===== config.mk =====
export PLATFORM = sky130hd
export DESIGN_NAME = kbd_mmio_fifo
export DESIGN_NICKNAME = d
export VERILOG_FILES = /design/src/rtl/kbd_mmio_fifo.sv
export SDC_FILE = /design/constraint.sdc
export NUM_CORES = 1
export LEC_CHECK = 0
export CORE_UTILIZATION = 45
export CTS_BUF_LIST = sky130_fd_sc_hd__clkbuf_4
export CTS_CLUSTER_SIZE = 40
export DETAILED_ROUTE_END_ITERATION = 8
export PLACE_DENSITY = 0.68
export SLEW_MARGIN = 25
export SYNTH_ARGS = -nofsm -noshare
export SYNTH_HDL_FRONTEND = slang
export SYNTH_SLANG_ARGS = --single-unit

===== constraint.sdc =====
create_clock -name clock -period 7.7 [get_ports clock]
set_input_delay 1.155 -clock clock [delete_from_list [all_inputs] [get_ports clock]]
set_output_delay 1.155 -clock clock [all_outputs]
set_load 0.01 [all_outputs]

===== src/rtl/kbd_mmio_fifo.sv =====
// kbd_mmio_fifo: keyboard byte FIFO exposed to the CPU as memory-mapped DATA/STATUS registers
module kbd_mmio_fifo #(
    parameter int          DEPTH     = 16,
    parameter logic [31:0] BASE_ADDR = 32'h0030_0000
) (
    input  logic        clock,
    input  logic        reset,
    input  logic        key_valid,
    input  logic [7:0]  key_code,
    input  logic [31:0] addr,
    input  logic        rd_en,
    input  logic        wr_en,
    input  logic [31:0] wdata,
    output logic        hit,
    output logic [31:0] rdata,
    output logic        irq
);
    localparam int AW = $clog2(DEPTH);
    localparam int CW = AW + 1;
    localparam logic [AW-1:0] PONE = 1;
    localparam logic [CW-1:0] CONE = 1;
    localparam logic [CW-1:0] CFULL = CW'(DEPTH);

    logic [7:0]    mem_q [DEPTH];
    logic [AW-1:0] wr_ptr_q, wr_ptr_d, rd_ptr_q, rd_ptr_d;
    logic [CW-1:0] count_q, count_d;
    logic          overflow_q, overflow_d;
    logic [7:0]    drop_cnt_q, drop_cnt_d;
    logic [31:0]   rdata_q, rdata_d;
    logic          irq_q, irq_d;
    logic          is_data, is_stat, empty, full, pop, push, drop, clr;
    logic [7:0]    head;

    assign is_data = addr == BASE_ADDR;
    assign is_stat = addr == BASE_ADDR + 32'd4;
    assign hit     = is_data || is_stat;
    assign rdata   = rdata_q;
    assign irq     = irq_q;

    // Queue bookkeeping, register reads and sticky overflow/drop tracking for the next edge
    always_comb begin
        empty      = count_q == '0;
        full       = count_q == CFULL;
        head       = empty ? 8'h00 : mem_q[rd_ptr_q];
        pop        = rd_en && is_data && !empty;
        push       = key_valid && (!full || pop);
        drop       = key_valid && full && !pop;
        clr        = wr_en && is_stat && wdata[0];
        wr_ptr_d   = push ? wr_ptr_q + PONE : wr_ptr_q;
        rd_ptr_d   = pop ? rd_ptr_q + PONE : rd_ptr_q;
        count_d    = (push && !pop) ? count_q + CONE :
                     (pop && !push) ? count_q - CONE : count_q;
        overflow_d = drop ? 1'b1 : clr ? 1'b0 : overflow_q;
        drop_cnt_d = drop ? (clr ? 8'd1 : (drop_cnt_q == 8'hFF ? 8'hFF : drop_cnt_q + 8'd1)) :
                     clr ? 8'd0 : drop_cnt_q;
        rdata_d    = !rd_en ? rdata_q :
                     is_data ? {24'b0, head} :
                     is_stat ? {8'b0, drop_cnt_q, 8'(count_q), 5'b0, overflow_q, full, empty} :
                     32'b0;
        irq_d      = count_d != '0;
    end

    // Byte storage; stale entries are harmless because pointers define validity
    always_ff @(posedge clock) begin
        if (push && !reset) mem_q[wr_ptr_q] <= key_code;
    end

    // State registers with synchronous reset
    always_ff @(posedge clock) begin
        if (reset) begin
            wr_ptr_q   <= '0;
            rd_ptr_q   <= '0;
            count_q    <= '0;
            overflow_q <= 1'b0;
            drop_cnt_q <= 8'd0;
            rdata_q    <= 32'b0;
            irq_q      <= 1'b0;
        end else begin
            wr_ptr_q   <= wr_ptr_d;
            rd_ptr_q   <= rd_ptr_d;
            count_q    <= count_d;
            overflow_q <= overflow_d;
            drop_cnt_q <= drop_cnt_d;
            rdata_q    <= rdata_d;
            irq_q      <= irq_d;
        end
    end
endmodule

==> key figures, run 1 <==
Worst setup path
  – Biggest fanout along the worst timing path: 4
  – Cell seen most often among critical-path stages: sky130_fd_sc_hd__clkdlybuf4s50_1
  – CP Cell Sequence: clkdlybuf4s50_1 > nor4_1 > nand4_1 > nor2_1 > clkdlybuf4s50_1
  – Slowest stage cell on the critical path: sky130_fd_sc_hd__clkdlybuf4s50_1
  – Worst Reg2Reg Path Length in Cells: 7
  – CP endpoint: hit
  – Worst stage delay on the critical path: around 0.6 ns
  – Critical R2R Launch: count_q[0]
  – Required time of the critical path: 6.55 ns
  – Capturing point of the worst reg2reg path: mem_q[3][0]
  – Worst setup startpoint: addr[19]
  – Setup crit end kind: output port
  – CP arrival: 3.21 ns
  – Flop-to-flop setup slack: 4.30 ns
  – Kind of launch point of the worst setup path: input port
  – Worst Path Class, Setup: input port to output port

STA
  – Total count of hold-check failures in the final report: 0
  – Least-Margin Pin Slew: roughly 0.93 ns
  – Ratio of final minimum period to clock period: 0.5669
  – Highest achievable clock rate: around 0.23 GHz
  – Fin Setup TNS: 0 ns
  – Clock skew: ~0.018 ns
  – Worst slew margin relative to its limit: 0.3795
  – Finish-stage setup viols: 0
  – Final max-slew violation count: 0
  – Final period demand of the worst path: around 4.4 ns
  – Setup repair after global routing missed its margin: false

Synth
  – Ys async rst share: 0
  – Number of flops mapped to enable cells by yosys: around 130
  – Average footprint of a synthesized cell: between 15 and 20 sq um
  – Synthesis-stage register bit count: around 180
  – Number of standard cells after synthesis: around 460
  – Cell type with the highest aggregate area in the netlist: sky130_fd_sc_hd__edfxtp_1
  – Yosys warnings: 0
  – Share of synthesized area occupied by flip-flops and latches: 0.6512
  – Cell area after synthesis: roughly 0.0074 sq mm
  – Biggest area contributors in the synthesized netlist: sky130_fd_sc_hd__edfxtp_1 52%, sky130_fd_sc_hd__dfxtp_1 13%, sky130_fd_sc_hd__mux4_1 8.2%
  – Synth Flop Type: sky130_fd_sc_hd__edfxtp_1
  – Area share of the leading cell type in the synthesized netlist: 0.5209
  – Most numerous cell in the Yosys netlist: sky130_fd_sc_hd__edfxtp_1
  – Top post-synthesis cells by count: 128 x sky130_fd_sc_hd__edfxtp_1, 53 x sky130_fd_sc_hd__nor2_1, 48 x sky130_fd_sc_hd__dfxtp_1, 23 x sky130_fd_sc_hd__mux4_1
  – Number of library cell types mapped by synthesis: 53

Detailed routing
  – 1st-pass router iterations: 5
  – Average wire length per cell after detail routing: 19.37 um
  – Remaining number of nets flagged by the antenna check after routing: 0
  – DR vias/cell: about 5.6
  – Routed wire length: 14.60 mm
  – Number of remaining DRC errors: 0
  – Initial drt markers: roughly 400
  – Overall via count from detail_route: between 4000 and 5000

Finish
  – Final #Nets: a little over 600
  – Number of antenna diodes: 0
  – Share of cells above drive strength 1: 0.1190
  – Area added between synthesis and finish: 13.84%

Place
  – Global placement routability congestion: 0.8101
  – Post-DP HPWL: ~9.6 mm
  – Quantity of I/O buffers inserted on ports: 68

Floorplan
  – Die width: around 130 um
  – Starting density of the core: 0.4628
  – Area of the die: between 0.015 and 0.02 sq mm
  – Area of the placeable core: between 0.015 and 0.02 sq mm
  – Row Count: 46
  – Top-level port count: about 110
  – Vertical die dimension: roughly 130 um

Global routing
  – GR Util met1: 0.2443
  – Initial antenna violation count: 0
  – Global-route met2 utilization: 0.3091
  – Met3 Resource Use GR: 0.04018
  – Most heavily used metal layer in global routing: met2
  – Overall Global Routing Usage: 0.1865
  – Maximum number of pins on one net before global-route repair: 44
  – Wire length of the first global-routing pass: ~23 mm
  – Via count of the first global-routing pass: between 4000 and 5000
  – Total congestion overflow after global routing: 0

Power
  – LEAKAGE: 0.002680 uW
  – Worst IR drop on VDD: between 0.0001 and 0.00015 V
  – Power density relative to cell area: approximately 190 mW/mm^2
  – Total power: 1587 uW

Clocking
  – Number of levels in the clock H-tree: 4
  – Skew-Pair Late Insertion Delay: around 0.56 ns
  – Maximum root-to-sink buffer count: 2
  – Post-CTS setup buffer count: 0
  – Total clock buffers created by CTS: 17
  – Post-cts gate resize count: 0
  – # clock sinks: approximately 180
  – Root Buffer: sky130_fd_sc_hd__clkbuf_4
  – Clock transition at the registers of the reported paths: approximately 0.14 ns
  – CTS Hold Bufs: 0
  – CTS tree: built

Min path
  – Hold Startpoint: rdata[2]
  – Kind of path behind the tightest hold check: flip-flop to flip-flop

Run
  – Max-Cap Viols: 0

Outcome
  – Outcome: finished clean
==> metal layers <==
| metal | routed length, um | vias up |
|---|---|---|
| li1 | - | 1952 |
| met1 | 6450 | 2094 |
| met2 | 7090 | 153 |
| met3 | 841 | 15 |
| met4 | 219 | 0 |
| met5 | 0 | - |
==> critical path, delay by kind of cell <==
| family | cells | cell delay (ns) |
|---|---|---|
| and+or+nand+nor | 3 | 1.01 |
| buffers and inverters | 2 | 1.05 |
==> area by class of cell <==
cell class	instances	area, sq um
Fill cell	1321	7543
Multi-Input combinational cell	252	2341
Sequential cell	176	4806
Clock inverter	12	102.6
Clock buffer	20	150.1
Inverter	7	26.28
Tap cell	216	270.3
Timing Repair Buffer	71	703.2
==> worst min-delay path by stage <==
stage                      endpoint  slack, ns  cells after the start
after floorplan           flip-flop       0.46                      2
after global placement     rdata[2]       0.45                      2
after detailed placement   rdata[2]       0.46                      2
after CTS                  rdata[2]       0.48                      2
after global routing       rdata[2]       0.50                      2
final                      rdata[2]       0.48                      2
==> through the flow <==
stage	hold slack (ns)	area, sq um	utilization	setup slack, ns	std cells
global route	0.5039	8399	0.5268	3.207	754
global placement	0.4548	8130	0.5100	3.152	722
detailed placement	0.4615	8139	0.5105	3.088	722
CTS	0.4806	8392	0.5264	3.302	754
finish	0.4838	8399	0.5268	3.335	754
floorplan	0.4583	7416	-	4.446	469
==> report_power, final <==
part / internal (uW) / switching [uW]
registers: 1020 / 5.46
clock network: 147 / 324
logic: 40.7 / 47.5
total: 1210 / 377
==> registers in the layout, indices dropped and copies added (netlist names), named ones only <==
register / cells
count_q: 5
drop_cnt_q: 8
irq: 1
mem_q: 128
overflow_q: 1
rd_ptr_q: 4
rdata: 21
wr_ptr_q: 4
==> cell usage in the layout, fill, tap and decap left out, types with 7 or more instances in the layout <==
| master | netlist | final |
|---|---|---|
| sky130_fd_sc_hd__edfxtp_1 | 128 | 128 |
| sky130_fd_sc_hd__clkdlybuf4s50_1 | 0 | 68 |
| sky130_fd_sc_hd__nor2_1 | 53 | 53 |
| sky130_fd_sc_hd__dfxtp_1 | 48 | 47 |
| sky130_fd_sc_hd__mux4_1 | 23 | 23 |
| sky130_fd_sc_hd__clkbuf_4 | 2 | 20 |
| sky130_fd_sc_hd__nand2_1 | 16 | 16 |
| sky130_fd_sc_hd__mux4_2 | 16 | 16 |
| sky130_fd_sc_hd__a22oi_1 | 14 | 14 |
| sky130_fd_sc_hd__a21oi_1 | 12 | 12 |
| sky130_fd_sc_hd__conb_1 | 1 | 11 |
| sky130_fd_sc_hd__ha_1 | 9 | 9 |
| sky130_fd_sc_hd__inv_1 | 7 | 7 |
| sky130_fd_sc_hd__nor3_1 | 7 | 7 |
| sky130_fd_sc_hd__mux2i_1 | 7 | 7 |
==> kinds of logic (layout without fill, tap and decap cells) <==
group / count (synthesis) / after routing / share of synthesized area
other cells: 1 / 11 / 0.0005082
xor+xnor: 9 / 9 / 0.01068
flops: 176 / 176 / 0.6512
compound gates: 55 / 55 / 0.05647
buf+inv: 41 / 110 / 0.03968
mux: 46 / 46 / 0.1402
simple gates: 122 / 122 / 0.08597
fa+ha+maj: 9 / 9 / 0.01526
No activity file was read; power rests on OpenSTA's default activity.
==> run 2, diff against run 1 <==
==> constraint.sdc (replaced) <==
create_clock -name clock -period 4.4 [get_ports clock]
set_input_delay 0.66 -clock clock [delete_from_list [all_inputs] [get_ports clock]]
set_output_delay 0.66 -clock clock [all_outputs]
set_load 0.01 [all_outputs]
==> key figures, run 2 (synthesis gave the netlist of run 1 again) <==
STA
  – Ratio of final minimum period to clock period: 0.7391
  – Final period demand of the worst path: around 3.3 ns
  – Clock skew: about 0.027 ns
  – Worst slew margin relative to its limit: 0.4168
  – Highest achievable clock rate: ~0.3 GHz
  – Fin Setup TNS: 0 ns
  – Setup slack of the critical path after layout: approximately 1.1 ns
  – Setup repair after global routing missed its margin: false
  – Final max-slew violation count: 0
  – Finish-stage setup viols: 0
  – Least-Margin Pin Slew: slightly below 0.9 ns
  – Total count of hold-check failures in the final report: 0

Min path
  – Hold Startpoint: rdata[2]
  – Kind of path behind the tightest hold check: flip-flop to flip-flop
  – Instance count along the most critical hold path: 2
  – Hold-critical path endpoint: rdata[2]

Detailed routing
  – Average wire length per cell after detail routing: between 15 and 20 um
  – DR vias/cell: roughly 5.7
  – Routed wire length: 14.87 mm
  – Overall via count from detail_route: roughly 4400
  – Initial drt markers: 323
  – Number of remaining DRC errors: 0
  – 1st-pass router iterations: 5
  – Remaining number of nets flagged by the antenna check after routing: 0

Power
  – Power density relative to cell area: roughly 330 mW/mm^2
  – Total power: approximately 2800 uW
  – LEAKAGE: 0.002772 uW
  – Worst IR drop on VDD: 0.0001510 V

Worst setup path
  – Required time of the critical path: between 3 and 4 ns
  – Capturing point of the worst reg2reg path: mem_q[6][2]
  – CP arrival: 2.59 ns
  – Flop-to-flop setup slack: between 1 and 1.5 ns
  – Cell seen most often among critical-path stages: sky130_fd_sc_hd__clkdlybuf4s50_1
  – Kind of launch point of the worst setup path: input port
  – Setup crit end kind: output port
  – Worst stage delay on the critical path: 0.60 ns
  – Worst Path Class, Setup: input port to output port
  – Worst Reg2Reg Path Length in Cells: 9
  – Slowest stage cell on the critical path: sky130_fd_sc_hd__clkdlybuf4s50_1
  – CP Cell Sequence: clkdlybuf4s50_1 > nor4bb_1 > nand4_1 > nor2_1 > clkdlybuf4s50_1
  – Biggest fanout along the worst timing path: 4
  – Worst setup startpoint: addr[21]
  – Critical R2R Launch: count_q[0]

Clocking
  – Maximum root-to-sink buffer count: 2
  – CTS Hold Bufs: 0
  – Number of levels in the clock H-tree: 4
  – # clock sinks: between 150 and 200
  – Skew-Pair Late Insertion Delay: roughly 0.57 ns
  – Clock transition at the registers of the reported paths: approximately 0.14 ns
  – Post-cts gate resize count: 0
  – Total clock buffers created by CTS: 17
  – Post-CTS setup buffer count: 0
  – CTS tree: built
  – Root Buffer: sky130_fd_sc_hd__clkbuf_4

Finish
  – Sequential cell area: approximately 0.0048 sq mm
  – Final instance area: ~0.0085 sq mm
  – Area added between synthesis and finish: 15.69%
  – Commonest non-fill, non-tap cell in the layout: sky130_fd_sc_hd__edfxtp_1
  – Register with the most flip-flops: mem_q
  – Most used cells in the layout excluding fill and tap cells: 128 x sky130_fd_sc_hd__edfxtp_1, 68 x sky130_fd_sc_hd__clkdlybuf4s50_1, 53 x sky130_fd_sc_hd__nor2_1, 47 x sky130_fd_sc_hd__dfxtp_1, 23 x sky130_fd_sc_hd__mux4_1
  – Filler cells: between 1000 and 1500
  – Utilization after layout: 0.5354
  – Flip-flop count of the largest register after layout: roughly 130
  – Share of cells above drive strength 1: 0.1457
  – Number of antenna diodes: 0
  – Multi-input logic area: around 0.0023 sq mm
  – Final #Nets: about 630

Floorplan
  – Top-level port count: between 100 and 150
  – Area of the die: between 0.015 and 0.02 sq mm
  – Area of the placeable core: 0.01594 sq mm
  – Starting density of the core: 0.4628
  – Vertical die dimension: between 100 and 150 um
  – Row Count: 46
  – Die width: 130.0 um

Place
  – Post-DP HPWL: roughly 10 mm
  – Quantity of I/O buffers inserted on ports: ~70
  – Global placement routability congestion: 0.8024
  – Area after DPL: ~0.0083 sq mm
  – Worst Setup Slack post-DPL: 0.6296 ns

Outcome
  – Outcome: finished clean

Run
  – Max-Cap Viols: 0

Global routing
  – Wire length of the first global-routing pass: 22.80 mm
  – Maximum number of pins on one net before global-route repair: 36
  – Initial antenna violation count: 0
  – Via count of the first global-routing pass: ~4300
  – Overall Global Routing Usage: 0.1873
  – Total congestion overflow after global routing: 0
## run 2: how the worst max path moves through the flow
stage                  end  slack (ns)
2_1_floorplan  mem_q[0][0]        1.64
3_3_place_gp   mem_q[6][3]        0.73
3_5_place_dp   mem_q[6][0]        0.63
4_1_cts                hit        1.14
5_1_grt        mem_q[6][7]         1.0
6_report               hit        1.15
## run 2: metrics by stage
step	instances	hold slack [ns]
2_1_floorplan	469	0.4583
3_3_place_gp	740	0.4532
3_5_place_dp	740	0.4712
4_1_cts	772	0.4885
5_1_grt	772	0.5150
6_report	772	0.4813
## run 2: power by group
part | internal, uW | switching (uW)
combinational | 72.9 | 83.2
clock | 302 | 540
sequential | 1790 | 9.58
## run 2: worst max-delay path, delay by kind of cell
family / cells / cell delay (ns)
and+or+nand+nor: 3 / 0.87
buffers and inverters: 2 / 1.06
## run 2: metal layers
| metal | track usage | wire length (um) | vias up | part of all wire |
|---|---|---|---|---|
| met5 | 0 | 0 | - | 0 |
| met4 | 0.07661 | 369 | 0 | 0.025 |
| met3 | 0.04797 | 1045 | 29 | 0.070 |
| met2 | 0.3123 | 7155 | 175 | 0.48 |
| met1 | 0.2335 | 6298 | 2193 | 0.42 |
| li1 | - | - | 1975 | - |
## run 2: final cells by class
cell class | instances | area share
tap | 216 | 0.03166
timing repair buffer | 89 | 0.09821
sequential | 176 | 0.5630
clock inverter | 12 | 0.01319
inverter | 7 | 0.003078
clock buffer | 20 | 0.01759
multi-input combinational | 252 | 0.2732
==> run 3, diff against run 2 <==
==> constraint.sdc (replaced) <==
create_clock -name clock -period 3 [get_ports clock]
set_input_delay 0.45 -clock clock [delete_from_list [all_inputs] [get_ports clock]]
set_output_delay 0.45 -clock clock [all_outputs]
set_load 0.01 [all_outputs]
==> key figures, run 3 (synthesis gave the netlist of run 1 again) <==
Global routing
  – Maximum number of pins on one net before global-route repair: 36
  – Initial antenna violation count: 0
  – Via count of the first global-routing pass: ~4300
  – Wire length of the first global-routing pass: 22.51 mm
  – Overall Global Routing Usage: 0.1854
  – Total congestion overflow after global routing: 0

Min path
  – Kind of path behind the tightest hold check: flip-flop to flip-flop
  – Hold-critical path endpoint: rdata[2]
  – Hold Startpoint: rdata[2]
  – Instance count along the most critical hold path: 2

Power
  – Total internal power: ~3200 uW
  – Combinational group share of total power: 0.057
  – LEAKAGE: between 0.002 and 0.003 uW
  – Power dissipated by switching net loads: approximately 930 uW
  – Net Sw Frac: 0.2279
  – Worst IR drop on VDD: 0.0001897 V
  – Sequential fraction of design power: 0.645
  – Power density relative to cell area: 472.4 mW/mm^2
  – Total power: around 4100 uW
  – Relative contribution of the clock network to total power: 0.298

STA
  – Final period demand of the worst path: 2.654 ns
  – Setup slack of the critical path after layout: around 0.35 ns
  – Least-Margin Pin Slew: 0.8102 ns
  – Highest achievable clock rate: around 0.38 GHz
  – Total count of hold-check failures in the final report: 0
  – Finish-stage setup viols: 0
  – Fin Setup TNS: 0 ns
  – Final max-slew violation count: 0
  – Setup repair after global routing missed its margin: false
  – Clock skew: between 0.015 and 0.02 ns
  – Worst slew margin relative to its limit: 0.4528
  – Ratio of final minimum period to clock period: 0.8848

Worst setup path
  – Kind of launch point of the worst setup path: input port
  – Worst Path Class, Setup: input port to output port
  – Required time of the critical path: roughly 2.6 ns
  – Worst stage delay on the critical path: 0.56 ns
  – Setup crit end kind: output port
  – CP Cell Sequence: clkdlybuf4s50_1 > nor4bb_1 > nand4_1 > nor2_1 > clkdlybuf4s50_1
  – Biggest fanout along the worst timing path: 2
  – CP arrival: ~2.2 ns
  – Worst Reg2Reg Path Length in Cells: 8
  – Cell seen most often among critical-path stages: sky130_fd_sc_hd__clkdlybuf4s50_1
  – Slowest stage cell on the critical path: sky130_fd_sc_hd__clkdlybuf4s50_1
  – Capturing point of the worst reg2reg path: mem_q[3][7]
  – Critical R2R Launch: count_q[0]
  – Flop-to-flop setup slack: about 0.4 ns

Detailed routing
  – Number of remaining DRC errors: 0
  – Average wire length per cell after detail routing: 18.82 um
  – DR vias/cell: around 5.5
  – Initial drt markers: ~460
  – Overall via count from detail_route: 4373
  – Remaining number of nets flagged by the antenna check after routing: 0
  – Routed wire length: 14.85 mm
  – 1st-pass router iterations: 5

Floorplan
  – Vertical die dimension: between 100 and 150 um
  – Area of the placeable core: between 0.015 and 0.02 sq mm
  – Row Count: between 40 and 50
  – Area of the die: 0.01691 sq mm
  – Starting density of the core: 0.4628
  – Top-level port count: between 100 and 150
  – Die width: 130.0 um

Finish
  – Area added between synthesis and finish: 17.43%
  – Sequential cell area: around 0.0048 sq mm
  – Commonest non-fill, non-tap cell in the layout: sky130_fd_sc_hd__edfxtp_1
  – Register with the most flip-flops: mem_q
  – Flip-flop count of the largest register after layout: between 100 and 150
  – Final #Nets: roughly 650
  – Most used cells in the layout excluding fill and tap cells: 128 x sky130_fd_sc_hd__edfxtp_1, 68 x sky130_fd_sc_hd__clkdlybuf4s50_1, 53 x sky130_fd_sc_hd__nor2_1, 47 x sky130_fd_sc_hd__dfxtp_1, 35 x sky130_fd_sc_hd__buf_4
  – Filler cells: approximately 1300
  – Share of cells above drive strength 1: 0.1678
  – Multi-input logic area: between 0.002 and 0.0025 sq mm

Clocking
  – Skew-Pair Late Insertion Delay: 0.57 ns
  – Post-CTS setup buffer count: 0
  – Total clock buffers created by CTS: 17
  – CTS tree: built
  – Root Buffer: sky130_fd_sc_hd__clkbuf_4
  – Number of levels in the clock H-tree: 4
  – # clock sinks: ~180
  – CTS Hold Bufs: 0
  – Clock transition at the registers of the reported paths: 0.14 ns
  – Maximum root-to-sink buffer count: 2
  – Post-cts gate resize count: 0

Place
  – Post-DP HPWL: just over 10 mm
  – Worst Setup Slack post-DPL: around 0.0055 ns
  – Quantity of I/O buffers inserted on ports: just under 70
  – Global placement routability congestion: 0.7924

Run
  – Max-Cap Viols: 0

Outcome
  – Outcome: finished clean
[run 3: cell count changes in the layout (fill, tap and decap cells not counted), sizes merged]
cell and delta:
clkbuf -2, inv +7, diode +1, clkinv -2
buf +16, clkinvlp -3
[run 3: layer usage]
layer | vias to the layer above | global-route usage | share of wire
met3 | 28 | 0.05207 | 0.062
met5 | - | 0 | 0
met2 | 156 | 0.3145 | 0.49
li1 | 2004 | - | -
met1 | 2185 | 0.2217 | 0.42
met4 | 0 | 0.07934 | 0.022
[run 3: power groups by stage]
| stage | Sequential [uW] | Combinational (uW) | Clock, uW |
|---|---|---|---|
| final | 2640 | 233 | 1220 |
| after global routing | 2640 | 256 | 1340 |
| after CTS | 2640 | 235 | 1270 |
| after detailed placement | 2690 | 234 | 0 |
| after global placement | 2690 | 225 | 0 |
| after floorplan | 2690 | 122 | 0 |
[run 3: layout make-up]
class,instances,share of cell area
diodes,1,0.0002888
multi-input cells,252,0.2683
inverters,7,0.003032
repair buffers,105,0.1135
flip-flops and latches,176,0.5547
clock buffers,18,0.01560
well taps,216,0.03119
clock inverters,14,0.01343
[run 3: through the flow]
| step | utilization | area (sq um) | hold slack [ns] | instances |
|---|---|---|---|---|
| 2_1_floorplan | - | 7416 | 0.4583 | 469 |
| 3_3_place_gp | 0.5275 | 8411 | 0.4569 | 756 |
| 3_5_place_dp | 0.5275 | 8411 | 0.4625 | 756 |
| 4_1_cts | 0.5433 | 8662 | 0.4830 | 788 |
| 5_1_grt | 0.5433 | 8662 | 0.5166 | 788 |
| 6_report | 0.5435 | 8665 | 0.4854 | 789 |
[run 3: critical path: cells and delay by family]
family / cells / cell delay [ns]
buf+inv: 2 / 1.02
simple gates: 3 / 0.74
[run 3: worst max path at each step]
stage / startpoint / end / depth (start not counted)
CTS: addr[17] / hit / 5
finish: addr[21] / hit / 5
detailed placement: addr[22] / mem_q[12][4] / 8
floorplan: addr[27] / mem_q[0][0] / 6
global route: count_q[0] / mem_q[12][1] / 9
global placement: addr[22] / mem_q[6][6] / 8
